===== src/rtl/writeback_stage_pkg.sv =====
// Shared definitions for the writeback stage: one-hot opcode layout,
// load funct3 codes and FSM state type. The opcode indices and funct3 codes
// match mem_stage so both stages decode the same bus.
package writeback_stage_pkg;

  // One-hot opcode bus layout shared with the upstream stages.
  localparam int OPCODE_WIDTH = 11;

  localparam int RTYPE      = 0;
  localparam int ITYPE      = 1;
  localparam int LOAD_WORD  = 2;
  localparam int STORE_WORD = 3;
  localparam int BRANCH     = 4;
  localparam int JAL        = 5;
  localparam int JALR       = 6;
  localparam int LUI        = 7;
  localparam int AUIPC      = 8;
  localparam int SYSTEM     = 9;
  localparam int FENCE      = 10;

  // RV32I load funct3 encodings.
  localparam logic [2:0] FUNCT_LB  = 3'b000;
  localparam logic [2:0] FUNCT_LH  = 3'b001;
  localparam logic [2:0] FUNCT_LW  = 3'b010;
  localparam logic [2:0] FUNCT_LBU = 3'b100;
  localparam logic [2:0] FUNCT_LHU = 3'b101;

  // Writeback holding-register state.
  typedef enum logic [1:0] {
    EMPTY = 2'd0,
    WRITE = 2'd1,
    HOLD  = 2'd2
  } wb_state_e;

endpackage


===== src/rtl/writeback_stage_load_extend.sv =====
// load_extend: selects the addressed byte/half of an aligned memory word
// and sign- or zero-extends it according to funct3. Purely combinational
// so mem_stage can share it later. Requires DWIDTH >= 32.
module load_extend
  import writeback_stage_pkg::*;
#(
  parameter int DWIDTH      = 32,
  parameter int FUNCT_WIDTH = 3
) (
  input  logic [FUNCT_WIDTH-1:0] funct3,
  input  logic [1:0]             lsb,
  input  logic [DWIDTH-1:0]      word,
  output logic [DWIDTH-1:0]      value
);

  logic [7:0]  byte_sel;
  logic [15:0] half_sel;

  // Byte lane picked by the full offset, half lane by offset bit 1 only.
  always_comb begin
    byte_sel = word[{lsb, 3'b000} +: 8];
    half_sel = word[{lsb[1], 4'b0000} +: 16];
  end

  // Extend the selected lane; unknown funct3 codes pass the whole word.
  always_comb begin
    // NOTE: value gets a default before the case so no path leaves it
    // unassigned, which would otherwise infer a latch.
    value = word;
    case (funct3)
      FUNCT_WIDTH'(FUNCT_LB):  value = {{(DWIDTH-8){byte_sel[7]}}, byte_sel};
      FUNCT_WIDTH'(FUNCT_LBU): value = {{(DWIDTH-8){1'b0}}, byte_sel};
      FUNCT_WIDTH'(FUNCT_LH):  value = {{(DWIDTH-16){half_sel[15]}}, half_sel};
      FUNCT_WIDTH'(FUNCT_LHU): value = {{(DWIDTH-16){1'b0}}, half_sel};
      FUNCT_WIDTH'(FUNCT_LW):  value = word;
      default:                 value = word;
    endcase
  end

endmodule


===== src/rtl/writeback_stage.sv =====
// writeback_stage: last stage of the RV32I pipeline. Holds one entry from
// mem_stage, extends load data, and issues a single-cycle register-file
// write. Provides a forwarding tap and obeys the stall/flush protocol.
// Optional feature: define WB_INSTRET_EN to add the 64-bit retired-entry
// counter and the wb_o_instret port.
module writeback_stage
  import writeback_stage_pkg::*;
#(
  parameter int DWIDTH      = 32,
  parameter int AWIDTH      = 5,
  parameter int FUNCT_WIDTH = 3
) (
  input  logic                    wb_clk,
  input  logic                    wb_rst,
  input  logic                    wb_i_ce,
  input  logic                    wb_i_stall,
  input  logic                    wb_i_flush,
  input  logic [OPCODE_WIDTH-1:0] wb_i_opcode,
  input  logic [FUNCT_WIDTH-1:0]  wb_i_funct3,
  input  logic [1:0]              wb_i_addr_lsb,
  input  logic [DWIDTH-1:0]       wb_i_load_data,
  input  logic [AWIDTH-1:0]       wb_i_rd_addr,
  input  logic [DWIDTH-1:0]       wb_i_rd_data,
  input  logic                    wb_i_rd_we,
  output logic                    wb_o_stall,
  output logic                    wb_o_rd_we,
  output logic [AWIDTH-1:0]       wb_o_rd_addr,
  output logic [DWIDTH-1:0]       wb_o_rd_data,
  output logic                    wb_o_fwd_valid,
  output logic [AWIDTH-1:0]       wb_o_fwd_addr,
  output logic [DWIDTH-1:0]       wb_o_fwd_data
`ifdef WB_INSTRET_EN
  ,
  output logic [63:0]             wb_o_instret
`endif
);

  wb_state_e               state;
  logic [OPCODE_WIDTH-1:0] opcode_q;
  logic [FUNCT_WIDTH-1:0]  funct3_q;
  logic [1:0]              lsb_q;
  logic [DWIDTH-1:0]       load_data_q;
  logic [AWIDTH-1:0]       rd_addr_q;
  logic [DWIDTH-1:0]       rd_data_q;
  logic                    rd_we_q;

  logic                    capture;
  logic                    writes_reg;
  logic [DWIDTH-1:0]       load_value;
  logic [DWIDTH-1:0]       wb_value;

  // Only the LOAD bit of the held opcode steers the datapath; the rest is
  // kept for debug visibility and folded here to mark it intentionally idle.
  logic unused_opcode_bits;
  assign unused_opcode_bits = ^opcode_q;

  // Back-pressure only while an entry is actually held.
  assign wb_o_stall = wb_i_stall & (state != EMPTY);

  // A deferred entry has priority over a new one: in HOLD nothing is taken,
  // even in the release cycle, so the held write is never overwritten.
  assign capture = wb_i_ce & ~wb_o_stall & ~wb_i_flush & (state != HOLD);

  // State and held entry fields.
  always_ff @(posedge wb_clk or posedge wb_rst) begin
    if (wb_rst) begin
      // NOTE: the held fields are reset (not just the state) because they
      // drive wb_o_rd_addr/wb_o_rd_data directly and must read 0 after reset.
      state       <= EMPTY;
      opcode_q    <= '0;
      funct3_q    <= '0;
      lsb_q       <= '0;
      load_data_q <= '0;
      rd_addr_q   <= '0;
      rd_data_q   <= '0;
      rd_we_q     <= 1'b0;
    end else begin
      // NOTE: non-blocking assignments so every register samples the
      // pre-edge values regardless of statement order.
      if (wb_i_flush) begin
        state <= EMPTY;
      end else begin
        case (state)
          EMPTY, WRITE: begin
            if (capture) state <= wb_i_stall ? HOLD : WRITE;
            else         state <= EMPTY;
          end
          HOLD: begin
            if (!wb_i_stall) state <= WRITE;
          end
          default: state <= EMPTY;
        endcase
      end

      if (capture) begin
        opcode_q    <= wb_i_opcode;
        funct3_q    <= wb_i_funct3;
        lsb_q       <= wb_i_addr_lsb;
        load_data_q <= wb_i_load_data;
        rd_addr_q   <= wb_i_rd_addr;
        rd_data_q   <= wb_i_rd_data;
        rd_we_q     <= wb_i_rd_we;
      end
    end
  end

  load_extend #(
    .DWIDTH      (DWIDTH),
    .FUNCT_WIDTH (FUNCT_WIDTH)
  ) u_load_extend (
    .funct3 (funct3_q),
    .lsb    (lsb_q),
    .word   (load_data_q),
    .value  (load_value)
  );

  // Writes to x0 are architecturally discarded, so they never strobe.
  assign writes_reg = rd_we_q & (rd_addr_q != '0);
  assign wb_value   = opcode_q[LOAD_WORD] ? load_value : rd_data_q;

  // Flush cancels the strobe in its own cycle; this is the only input that
  // reaches the write port combinationally.
  assign wb_o_rd_we   = (state == WRITE) & writes_reg & ~wb_i_flush;
  assign wb_o_rd_addr = rd_addr_q;
  assign wb_o_rd_data = wb_value;

  // Forwarding is offered as soon as the entry is held, including in HOLD.
  assign wb_o_fwd_valid = (state != EMPTY) & writes_reg;
  assign wb_o_fwd_addr  = rd_addr_q;
  assign wb_o_fwd_data  = wb_value;

`ifdef WB_INSTRET_EN
  // Count every entry that completes its WRITE cycle, stores included.
  always_ff @(posedge wb_clk or posedge wb_rst) begin
    if (wb_rst) begin
      wb_o_instret <= 64'd0;
    end else if ((state == WRITE) && !wb_i_flush) begin
      wb_o_instret <= wb_o_instret + 64'd1;
    end
  end
`endif

endmodule


===== config.mk =====
export PLATFORM = sky130hd
export DESIGN_NAME = writeback_stage
export DESIGN_NICKNAME = d
export VERILOG_FILES = /design/src/rtl/writeback_stage_pkg.sv /design/src/rtl/writeback_stage_load_extend.sv /design/src/rtl/writeback_stage.sv
export SDC_FILE = /design/constraint.sdc
export NUM_CORES = 1
export LEC_CHECK = 0
export ABC_AREA = 0
export BUFFER_PORTS_ARGS = -buffer_cell sky130_fd_sc_hd__buf_4
export CAP_MARGIN = 15
export CORE_ASPECT_RATIO = 1.5
export CORE_MARGIN = 5
export CORE_UTILIZATION = 36
export CTS_CLUSTER_DIAMETER = 40
export DETAILED_ROUTE_END_ITERATION = 16
export GPL_TIMING_DRIVEN = 0
export SETUP_SLACK_MARGIN = 0.02
export SLEW_MARGIN = 20
export SYNTH_ARGS = -nofsm -noshare
export SYNTH_HDL_FRONTEND = slang
export SYNTH_SLANG_ARGS = --single-unit

===== constraint.sdc =====
create_clock -name wb_clk -period 3.8 [get_ports wb_clk]
set_clock_uncertainty 0.2 [all_clocks]
set_input_delay 1.14 -clock wb_clk [delete_from_list [all_inputs] [get_ports wb_clk]]
set_output_delay 1.14 -clock wb_clk [all_outputs]
set_load 0.05 [all_outputs]

After elaboration in Yosys (flattened, before gate mapping)
Index checks and enable logic that the tools add are counted.
{"block": "op_classes", "reduce_logical": 5, "bitwise_logic": 10, "n_eq_ne": 7, "shifts": 2, "mux": 7}
{"cell": "$pmux 32 s4", "count": 1}
{"cell": "$mux 32", "count": 1}
{"cell": "$shiftx 32x6->16", "count": 1}
{"cell": "$shiftx 32x6->8", "count": 1}
{"cell": "$and 1x1->1", "count": 8}
{"cell": "$mux 2", "count": 4}
{"cell": "$eq 3x3->1 const B", "count": 2}
{"cell": "$reduce_bool 5->1", "count": 1}
{"cell": "$pmux 2 s2", "count": 1}
{"cell": "$eq 3x1->1 const B", "count": 1}
{"cell": "$logic_not 3->1", "count": 1}
{"cell": "$ne 3x3->1 const B", "count": 1}
{"cell": "$eq 2x1->1 const B", "count": 1}
{"cell": "$eq 2x2->1 const B", "count": 1}
{"cell": "$logic_not 2->1", "count": 1}
{"cell": "$ne 2x2->1 const B", "count": 1}
{"cell": "$not 1->1", "count": 2}
{"cell": "$reduce_bool 2->1", "count": 1}
{"cell": "$reduce_or 2->1", "count": 1}
{"block": "word_totals", "output_inout_bits": 77, "inputBits": 91, "reg_bits": 80, "wordCells": 39}

Depth between registers and ports, before layout
Gate-level depths: netlist of run 1.
{"block": "depth", "depth_word": 9, "depth_mapped": 7}

By module
Synthesis of run 1 repeated with hierarchy kept, for this count alone.
{"block": "hier_totals", "cells_unflattened": 358, "area_unflattened_um2": 4404.2}
{"mod": "writeback_stage", "instances": 1, "area_each_um2": 3776.1, "cells_each": 249, "seq_area_each_um2": 1951.9}
{"mod": "load_extend", "instances": 1, "area_each_um2": 628.1, "cells_each": 109, "seq_area_each_um2": 0.0}

Least setup slack after synthesis of run 1
No wires, ideal clock.
{"block": "synth_timing", "kind": "register to output", "start": "reg lsb_q[1]", "end": "out wb_o_rd_data[14]", "path_slack_ps": -381, "arrival_time_ps": 2841, "required_time_ps": 2460, "n_path_buf": 2, "stages_incl_launch_ff": 6, "cell_sequence": "dfrtp_1 buf_2 a2111oi_0 nor4_2 a211oi_1 buf_4"}
{"block": "synth_via", "elab_chain_cells": 3, "elab_cells_between_ends": 4, "classes_between": "shift: 2; mux: 2"}
{"element": "start, declared", "line_no": "writeback_stage.sv:41", "rtl": "logic [1:0] lsb_q;"}
{"element": "start signal, assigned", "line_no": "writeback_stage.sv:98", "rtl": "lsb_q <= wb_i_addr_lsb;"}
{"element": "$shiftx 32x6->16 / $shiftx 32x6->8 (equally long branches)", "line_no": "writeback_stage_load_extend.sv:22, writeback_stage_load_extend.sv:21"}
{"element": "$pmux 32 s4 *", "line_no": "writeback_stage_load_extend.sv:30", "rtl": "case (funct3)"}
{"element": "$mux 32 *", "line_no": "writeback_stage.sv:119", "rtl": "assign wb_value = opcode_q[LOAD_WORD] ? load_value : rd_data_q;"}
{"element": "end, declared", "line_no": "writeback_stage.sv:28", "rtl": "output logic [DWIDTH-1:0] wb_o_rd_data,"}
Every way passes the cells marked *; elsewhere a longest branch is shown, timed or not.

Worst setup path in the final report of run 1
{"block": "layout_timing", "start": "reg lsb_q[1]", "end": "out wb_o_rd_data[2]"}
The elaborated chain is that of the path after synthesis.

==> impl_metrics.csv, run 1 <==
group,metric,value,unit
cts,cts_inserted_buffers,9,
final_layout,nNetsFinal,645,
floorplanning,initial_utilization,36.5,%
grt,grt_overflow,0,
final_layout,drive_gt1_share,56.9,%
final_layout,final.fill_count,1068,
power,p_per_area,735,nW/um2
logic_synthesis,synthArstFlopShare,100,%
timing,slew_headroom,62.5,%
grt,grt_antenna_before_repair,0,
outcome,outcome,"completed",
timing,tightest_slew,558,ps
final_layout,areaGrowthSynthToFinish,43.6,%
logic_synthesis,synth_top_area_share,46.7,%
logic_synthesis,ys_warn_count,0,
timing,slew_viol_final,0,
logic_synthesis,syn_nets,476,
floorplanning,die_y,142,um
power,ir_worst_vdd,0.401,mV
cts,clock_path_buffers,2,
logic_synthesis,synth_top_family_by_area,"multiplexers",
final_layout,final_common_cell,"buf_4",
timing,finalSetupViolCount,0,
timing,period_share,96.2,%
placed_design,dp_hpwl,9.98,mm
timing,fmax,0.273,GHz
drt,drt-pass1-iter-count,4,
logic_synthesis,synth-seq-cells,78,
logic_synthesis,synthTopCellsByArea,"dfrtp_1, mux2_2, buf_4",
cts,postCtsSetupBuffers,0,
logic_synthesis,synth_top_cell_by_area,"dfrtp_1",
setup_path,end_kind,"output port",
logic_synthesis,avgSynthCellArea,10.9,um2
flow_run,cap_violations,0,
drt,drt-total-wl,12.5,mm
cts,cts-root-buf,"clkbuf_16",
logic_synthesis,synth-edff-count,0,
grt,grt_pass1_vias,3609,
floorplanning,row_count,48,
grt,grt_max_degree,53,
setup_path,cp-start-kind,"register",
final_layout,layout_common_cells,"buf_4, mux2_2, dfrtp_1",
placed_design,routabilityCongestion,0.830,
logic_synthesis,synthXorXnorAreaFrac,0,%
logic_synthesis,synthAdderAreaFrac,0,%
timing,setup_tns,0,ps
cts,clock_latency,330,ps
logic_synthesis,synth_ff_type,"dfrtp_1",
setup_path,critical_path_arrival,2320,ps
cts,cts_hold_buf,0,
setup_path,crit_required,2460,ps
setup_path,critPathKind,"register to output port",
setup_path,reg2reg_depth,5,
floorplanning,dieArea,13900,um2
cts,cts_tree,"yes",
floorplanning,core-area,11500,um2
placed_design,io_buffers,157,
power,p_leak,0.00287,uW
min_path,hold_path_class,"register to register",
drt,drt_iter0_markers,193,
placed_design,dp.cells,693,
logic_synthesis,ys_seq_area_share,46.7,%
drt,route.detailed.drc,0,
logic_synthesis,synthMuxAreaShare,23.7,%
setup_path,crit_fanout,10,
min_path,whs_path_depth,1,
cts,clkTransAtPathRegs,60,ps
drt,vias,3439,
floorplanning,ios,168,
timing,fin_crit,3660,ps
cts,htreeDepth,3,
logic_synthesis,ys_types,37,
logic_synthesis,netlist_instances,385,
final_layout,seq_area,1950,um2
timing,rsz0062_at_grt,"no",
drt,wire_per_inst,17.6,um
final_layout,stdcell_count,709,
logic_synthesis,yosys.area_share.simple,11.5,%
final_layout,diodes,0,
timing,finalHoldViolations,0,
grt,track_usage,18.2,%
floorplanning,die_x,98.0,um
logic_synthesis,synth-compound-area-share,8.46,%
grt,grt_pass1_wl,19.6,mm
cts,clock_sinks,78,
final_layout,multiInputGateArea,1870,um2
drt,vias_per_cell,4.85,
drt,detail-route-antenna-nets,0,
logic_synthesis,netlist_area,4180,um2
-- through the flow --
step                      utilization, %  power (uW)  worst slack (ps)  hold WS, ps  instance area [um2]
after global placement              48.6        3350              -535          280                 5570
final                               52.4        4420               143          299                 6010
after global routing                52.4        4630              26.4          322                 6010
after detailed placement            48.9        3370               343          289                 5600
after floorplan                        -        2710              -349          258                 4210
after CTS                           52.1        4450             -8.32          301                 5980
-- cell usage after synthesis (8+ instances only) --
cell / n
clkbuf_1: 11
o21ai_0: 21
buf_4: 37
a211oi_1: 9
nor2_1: 13
nand3_1: 8
dfrtp_1: 78
o22ai_1: 9
buf_2: 12
mux2_2: 77
mux2i_1: 10
nand2b_1: 8
nand2_1: 52
-- cells by family after synthesis --
group	after synthesis
compound gates	54
buf+inv	65
flops	78
mux	88
simple gates	100
-- routing by layer --
metal	track usage [%]	vias to the layer above	wire length, um
met5	0	-	0
met1	20.6	1674	4520
met3	3.78	9	702
met4	5.47	0	155
li1	-	1648	-
met2	34.2	108	7090
-- layout make-up --
class	instances	area share (%)
sequential	78	32.5
multi-input combinational	242	31.2
timing repair buffer	158	20.1
buffer	61	6.66
clock buffer	10	3.98
tap	150	3.12
clock inverter	6	2.21
inverter	4	0.291
-- worst max-delay path: stages (launching register included) --
cell and delay (ps):
dfrtp_2 420, buf_4 230, clkbuf_4 240, mux2i_1 260, nor2_1 80, o21ai_0 260
nand3_1 160, buf_4 160, buf_4 180
-- sequential cells by signal, summed over array words and instances, names as in the netlist --
name	flops
lsb_q	2
rd_data_q	32
wb_o_fwd_addr	5
load_data_q	32
rd_we_q	1
state	2
opcode_q	1
funct3_q	3
-- path summary, 6_finish.rpt --
path,startpoint,end,slack [ps]
worst max-delay path,lsb_q[1],wb_o_rd_data[2],140
max in group asynchronous,wb_rst,lsb_q[1],2200
worst min-delay path,state[0],state[1],300
min in group asynchronous,wb_rst,wb_o_fwd_addr[1],590
worst min register to register,state[0],state[1],300
worst max register to register,state[0],rd_data_q[1],1770
-- repair_timing --
action                     in CTS  in global routing
resized for setup               2                 13
pin swaps                       1                  0
setup endpoints to repair       9                 26
-- report_power, final --
group / total [uW] / internal, uW / switching, uW
clock network: 1060 / 725 / 333
logic: 2260 / 816 / 1440
registers: 1100 / 981 / 121
Note: power is estimated with default switching activity, not from simulation.
==> run 2: changes to the inputs <==
--- a/config.mk
+++ b/config.mk
@@ -10,10 +10,12 @@
 export CAP_MARGIN = 15
 export CORE_ASPECT_RATIO = 1.5
 export CORE_MARGIN = 5
-export CORE_UTILIZATION = 36
+export CORE_UTILIZATION = 45
 export CTS_CLUSTER_DIAMETER = 40
+export CTS_CLUSTER_SIZE = 8
 export DETAILED_ROUTE_END_ITERATION = 16
 export GPL_TIMING_DRIVEN = 0
+export PLACE_DENSITY = 0.75
 export SETUP_SLACK_MARGIN = 0.02
 export SLEW_MARGIN = 20
 export SYNTH_ARGS = -nofsm -noshare
==> run 2 against run 1 <==
Hold slack improved by 4.6 ps. Sequential share of layout area increased by 0.93 points. Sequential power about the same. Non-clock buffer count increased by 2. Final area decreased by 2.9%. Sequential cell count unchanged. Largest cell class unchanged.
==> impl_metrics.csv, run 2 (synthesized netlist as in run 1, its figures left out) <==
group,metric,value,unit
cts,clock_sinks,78,
drt,drt-pass1-iter-count,4,
setup_path,cp-start-kind,"register",
flow_run,cap_violations,0,
drt,detail-route-antenna-nets,0,
placed_design,dp.cells,655,
final_layout,diodes,0,
floorplanning,initial_utilization,45.5,%
power,p_per_area,703,nW/um2
drt,drt-total-wl,12.2,mm
placed_design,io_buffers,157,
floorplanning,ios,168,
grt,grt_pass1_vias,3795,
final_layout,final_common_cell,"buf_4",
final_layout,areaGrowthSynthToFinish,39.5,%
timing,hold_slack,304,ps
floorplanning,die_y,128,um
outcome,outcome,"completed",
timing,period_share,96.3,%
grt,grt_overflow,0,
timing,tightest_slew,577,ps
min_path,hold_path_class,"register to register",
drt,drt_iter0_markers,186,
grt,grt_antenna_before_repair,0,
cts,htreeDepth,3,
floorplanning,row_count,43,
setup_path,crit_chain,"clkbuf_1, clkbuf_2, nand2_1, o22ai_1, a211oi_1, buf_4, buf_4",
floorplanning,dieArea,11400,um2
cts,cts_tree,"yes",
floorplanning,die_x,88.7,um
floorplanning,core-area,9200,um2
placed_design,routabilityCongestion,0.897,
final_layout,drive_gt1_share,55.4,%
drt,vias_per_cell,5.24,
setup_path,cpMostUsedCell,"buf_4",
drt,route.detailed.drc,0,
setup_path,slowest_delay,390,ps
cts,clkTransAtPathRegs,50,ps
grt,track_usage,21.8,%
drt,wire_per_inst,18.1,um
timing,fmax,0.273,GHz
final_layout,stdcell_count,672,
setup_path,cp_slowest_cell,"a211oi_1",
cts,cts_inserted_buffers,9,
placed_design,dp_hpwl,9.60,mm
grt,grt_pass1_wl,18.8,mm
cts,cts-root-buf,"clkbuf_16",
setup_path,critical_path_arrival,2320,ps
grt,grt_max_degree,46,
power,ir_worst_vdd,0.569,mV
power,p_leak,0.00281,uW
timing,rsz0062_at_grt,"no",
final_layout,nNetsFinal,647,
setup_path,critPathKind,"register to output port",
setup_path,crit_fanout,10,
final_layout,layout_common_cells,"buf_4, dfrtp_1, mux2_2",
setup_path,end_kind,"output port",
timing,fin_crit,3660,ps
cts,clock_path_buffers,2,
timing,slew_headroom,61.5,%
timing,slew_viol_final,0,
drt,vias,3524,
cts,clock_latency,330,ps
setup_path,crit_required,2460,ps
timing,finalSetupViolCount,0,
timing,finalHoldViolations,0,
cts,cts_hold_buf,0,
## run 2: changes by cell type in the layout (fill, tap and decap cells not counted), moves of 2 or more
cell,change
clkbuf_1,+7
bufinv_16,-4
clkbuf_2,-3
buf_4,+2
## run 2: routing by layer
layer | vias to the layer above | part of all wire [%] | track usage (%)
li1 | 1652 | - | -
met1 | 1708 | 36 | 24.7
met2 | 131 | 55 | 38.5
met3 | 33 | 5.5 | 4.44
met4 | 0 | 3.4 | 9.70
met5 | - | 0 | 0
## run 2: area by class of cell
cell class | instances | area (um2)
fill | 763 | 3360
sequential | 78 | 1950
multi-input combinational | 242 | 1870
timing repair buffer | 160 | 1210
buffer | 61 | 397
clock buffer | 13 | 240
tap | 112 | 140
inverter | 4 | 17.5
clock inverter | 2 | 10.0
## run 2: what timing repair did
item | CTS | global route
gates resized for setup | 1 | 8
gates cloned | 0 | 0
setup endpoints to repair | 1 | 17
pin swaps | 0 | 1
endpoints found under the hold margin | 0 | 0
setup buffers | 0 | 2
## run 2: where the power goes
group          internal [uW]  total, uW  switching (uW)
Clock                    437        744             307
Combinational            815       2260            1440
Sequential               981       1100             120
## run 2: final timing paths
kind / from / end / slack, ps / cells past startpoint
max: funct3_q[1] / wb_o_rd_data[8] / 140 / 7
min: rd_data_q[31] / rd_data_q[31] / 300 / 1
max reg2reg: state[0] / rd_data_q[19] / 1680 / 5
min reg2reg: rd_data_q[31] / rd_data_q[31] / 300 / 1
max in group asynchronous: wb_rst / load_data_q[26] / 2130 / 3
min in group asynchronous: wb_rst / wb_o_fwd_addr[2] / 670 / 2
## run 2: worst max-delay path, delay by kind of cell, from the launching register on
kind                   cells  cell delay, ps
and+or+nand+nor            1             280
buffers and inverters      4             840
DFF                        1             350
AOI/OAI and AO/OA          2             500
## run 2: metrics by stage
stage	instance area (um2)	total power (uW)	TNS [ps]	utilization (%)	setup WS [ps]
global route	5840	4290	0	63.5	20.6
CTS	5800	4110	0	63.1	30.6
finish	5840	4100	0	63.5	141
global placement	5530	3330	-33250	60.1	-430
detailed placement	5550	3370	0	60.3	306
floorplan	4210	2710	-2090	-	-349
==> run 3: changes to the inputs <==
==> constraint.sdc (replaced) <==
create_clock -name wb_clk -period 3.79 [get_ports wb_clk]
set_clock_uncertainty 0.2 [all_clocks]
set_input_delay 1.137 -clock wb_clk [delete_from_list [all_inputs] [get_ports wb_clk]]
set_output_delay 1.137 -clock wb_clk [all_outputs]
set_load 0.05 [all_outputs]
==> run 3 against run 2 <==
Sequential share of layout area hardly changed. Critical path depth stayed put. Core utilization hardly changed. Hold slack hardly changed. Sequential cell count stayed put. Wire length stayed put. Global-route usage stayed put. First-iteration DRC count is 3.8% lower. Clock-buffer cell count stayed put. Non-clock buffer count stayed put. Combinational power hardly changed. Die area stayed put. Largest power group unchanged.
==> impl_metrics.csv, run 3 (synthesized netlist as in run 1, its figures left out) <==
group,metric,value,unit
outcome,outcome,"completed",
floorplanning,row_count,43,
final_layout,final.fill_count,763,
floorplanning,ios,168,
timing,tightest_slew,577,ps
drt,vias,3515,
placed_design,dp_hpwl,9.60,mm
power,ir_worst_vdd,0.571,mV
timing,finalHoldViolations,0,
cts,clkTransAtPathRegs,50,ps
timing,fmax,0.274,GHz
timing,period_share,96.4,%
grt,track_usage,21.8,%
timing,slew_headroom,61.5,%
floorplanning,die_x,88.7,um
timing,fin_crit,3650,ps
setup_path,crit_fanout,10,
final_layout,diodes,0,
cts,cts_tree,"yes",
timing,setup_tns,0,ps
power,internal_power,2240,uW
drt,wire_per_inst,18.1,um
setup_path,end_kind,"output port",
grt,grt_pass1_wl,18.8,mm
floorplanning,initial_utilization,45.5,%
power,p_sw_share,45.6,%
setup_path,critical_path_arrival,2320,ps
final_layout,drive_gt1_share,55.4,%
cts,clock_latency,330,ps
placed_design,routabilityCongestion,0.897,
floorplanning,dieArea,11400,um2
final_layout,final_common_cell,"buf_4",
drt,vias_per_cell,5.23,
setup_path,critPathKind,"register to output port",
cts,clock_path_buffers,2,
cts,htreeDepth,3,
placed_design,placed_cell_area,5550,um2
flow_run,cap_violations,0,
placed_design,io_buffers,157,
floorplanning,die_y,128,um
grt,grt_pass1_vias,3795,
grt,grt_antenna_before_repair,0,
min_path,hold_path_class,"register to register",
drt,drt-total-wl,12.2,mm
power,p_per_area,705,nW/um2
power,p_total,4120,uW
timing,finalSetupViolCount,0,
cts,cts-root-buf,"clkbuf_16",
power,seq_power_share,26.8,%
final_layout,post-route-util,63.5,%
cts,cts_hold_buf,0,
grt,grt_max_degree,46,
setup_path,rrSetupSlack,1670,ps
final_layout,multiInputGateArea,1870,um2
setup_path,cp-start-kind,"register",
drt,route.detailed.drc,0,
power,pwr-share-clk,18.1,%
final_layout,nNetsFinal,647,
power,power.switching,1880,uW
power,p_leak,0.00281,uW
setup_path,crit_required,2450,ps
timing,slew_viol_final,0,
final_layout,areaGrowthSynthToFinish,39.6,%
grt,grt_overflow,0,
final_layout,layout_common_cells,"buf_4, dfrtp_1, mux2_2",
power,p_comb_share,55.0,%
cts,clock_sinks,78,
drt,drt_iter0_markers,179,
timing,rsz0062_at_grt,"no",
drt,drt-pass1-iter-count,4,
cts,cts_inserted_buffers,9,
floorplanning,core-area,9200,um2
final_layout,stdcell_area,5840,um2
final_layout,seq_area,1950,um2
drt,detail-route-antenna-nets,0,
run 3: changes by cell type in the layout (fill, tap and decap cells not counted):
cell / delta
buf_4: -1
buf_6: +1
run 3: final cells by class:
class	count	area share (%)
inverters	4	0.300
clock inverters	2	0.171
flip-flops and latches	78	33.4
repair buffers	160	20.8
plain buffers	61	6.85
multi-input cells	242	32.0
well taps	112	2.40
clock buffers	13	4.11
run 3: final timing paths:
check / to / startpoint / depth (start not counted)
worst max-delay path: wb_o_rd_data[8] / funct3_q[1] / 7
worst min-delay path: rd_data_q[31] / rd_data_q[31] / 1
worst max register to register: rd_data_q[19] / state[0] / 5
worst min register to register: rd_data_q[31] / rd_data_q[31] / 1
max in group asynchronous: load_data_q[26] / wb_rst / 3
min in group asynchronous: wb_o_fwd_addr[2] / wb_rst / 2
run 3: power groups by stage:
stage / registers [uW] / logic, uW / clock network [uW]
after detailed placement: 1110 / 2260 / 0
after CTS: 1100 / 2270 / 757
after global placement: 1110 / 2230 / 0
after floorplan: 1100 / 1620 / 0
after global routing: 1120 / 2390 / 795
final: 1100 / 2270 / 746
run 3: per-stage QoR:
step | hold WS, ps | worst slack, ps | cells
floorplan | 258 | -356 | 385
global placement | 282 | -437 | 654
detailed placement | 292 | 299 | 655
CTS | 304 | 23.6 | 670
global route | 317 | 24.3 | 672
finish | 304 | 135 | 672
run 3: critical path, cell delays in order, from the launching register on:
cell	delay, ps
dfrtp_1	350
clkbuf_1	210
clkbuf_2	270
nand2_1	280
o22ai_1	110
a211oi_1	390
buf_4	180
buf_4	180
run 3: timing repair:
action                     in CTS  in global routing
resized for setup               1                  9
cloned                          0                  0
buffers inserted                0                  2
setup endpoints to repair       1                 19
pin swaps                       0                  1
run 3: per-layer routing:
layer,vias to the layer above,GRT usage (%),wire length (um)
li1,1652,-,-
met1,1709,24.7,4450
met2,125,38.5,6650
met3,29,4.44,653
met4,0,9.70,400
met5,-,0,0
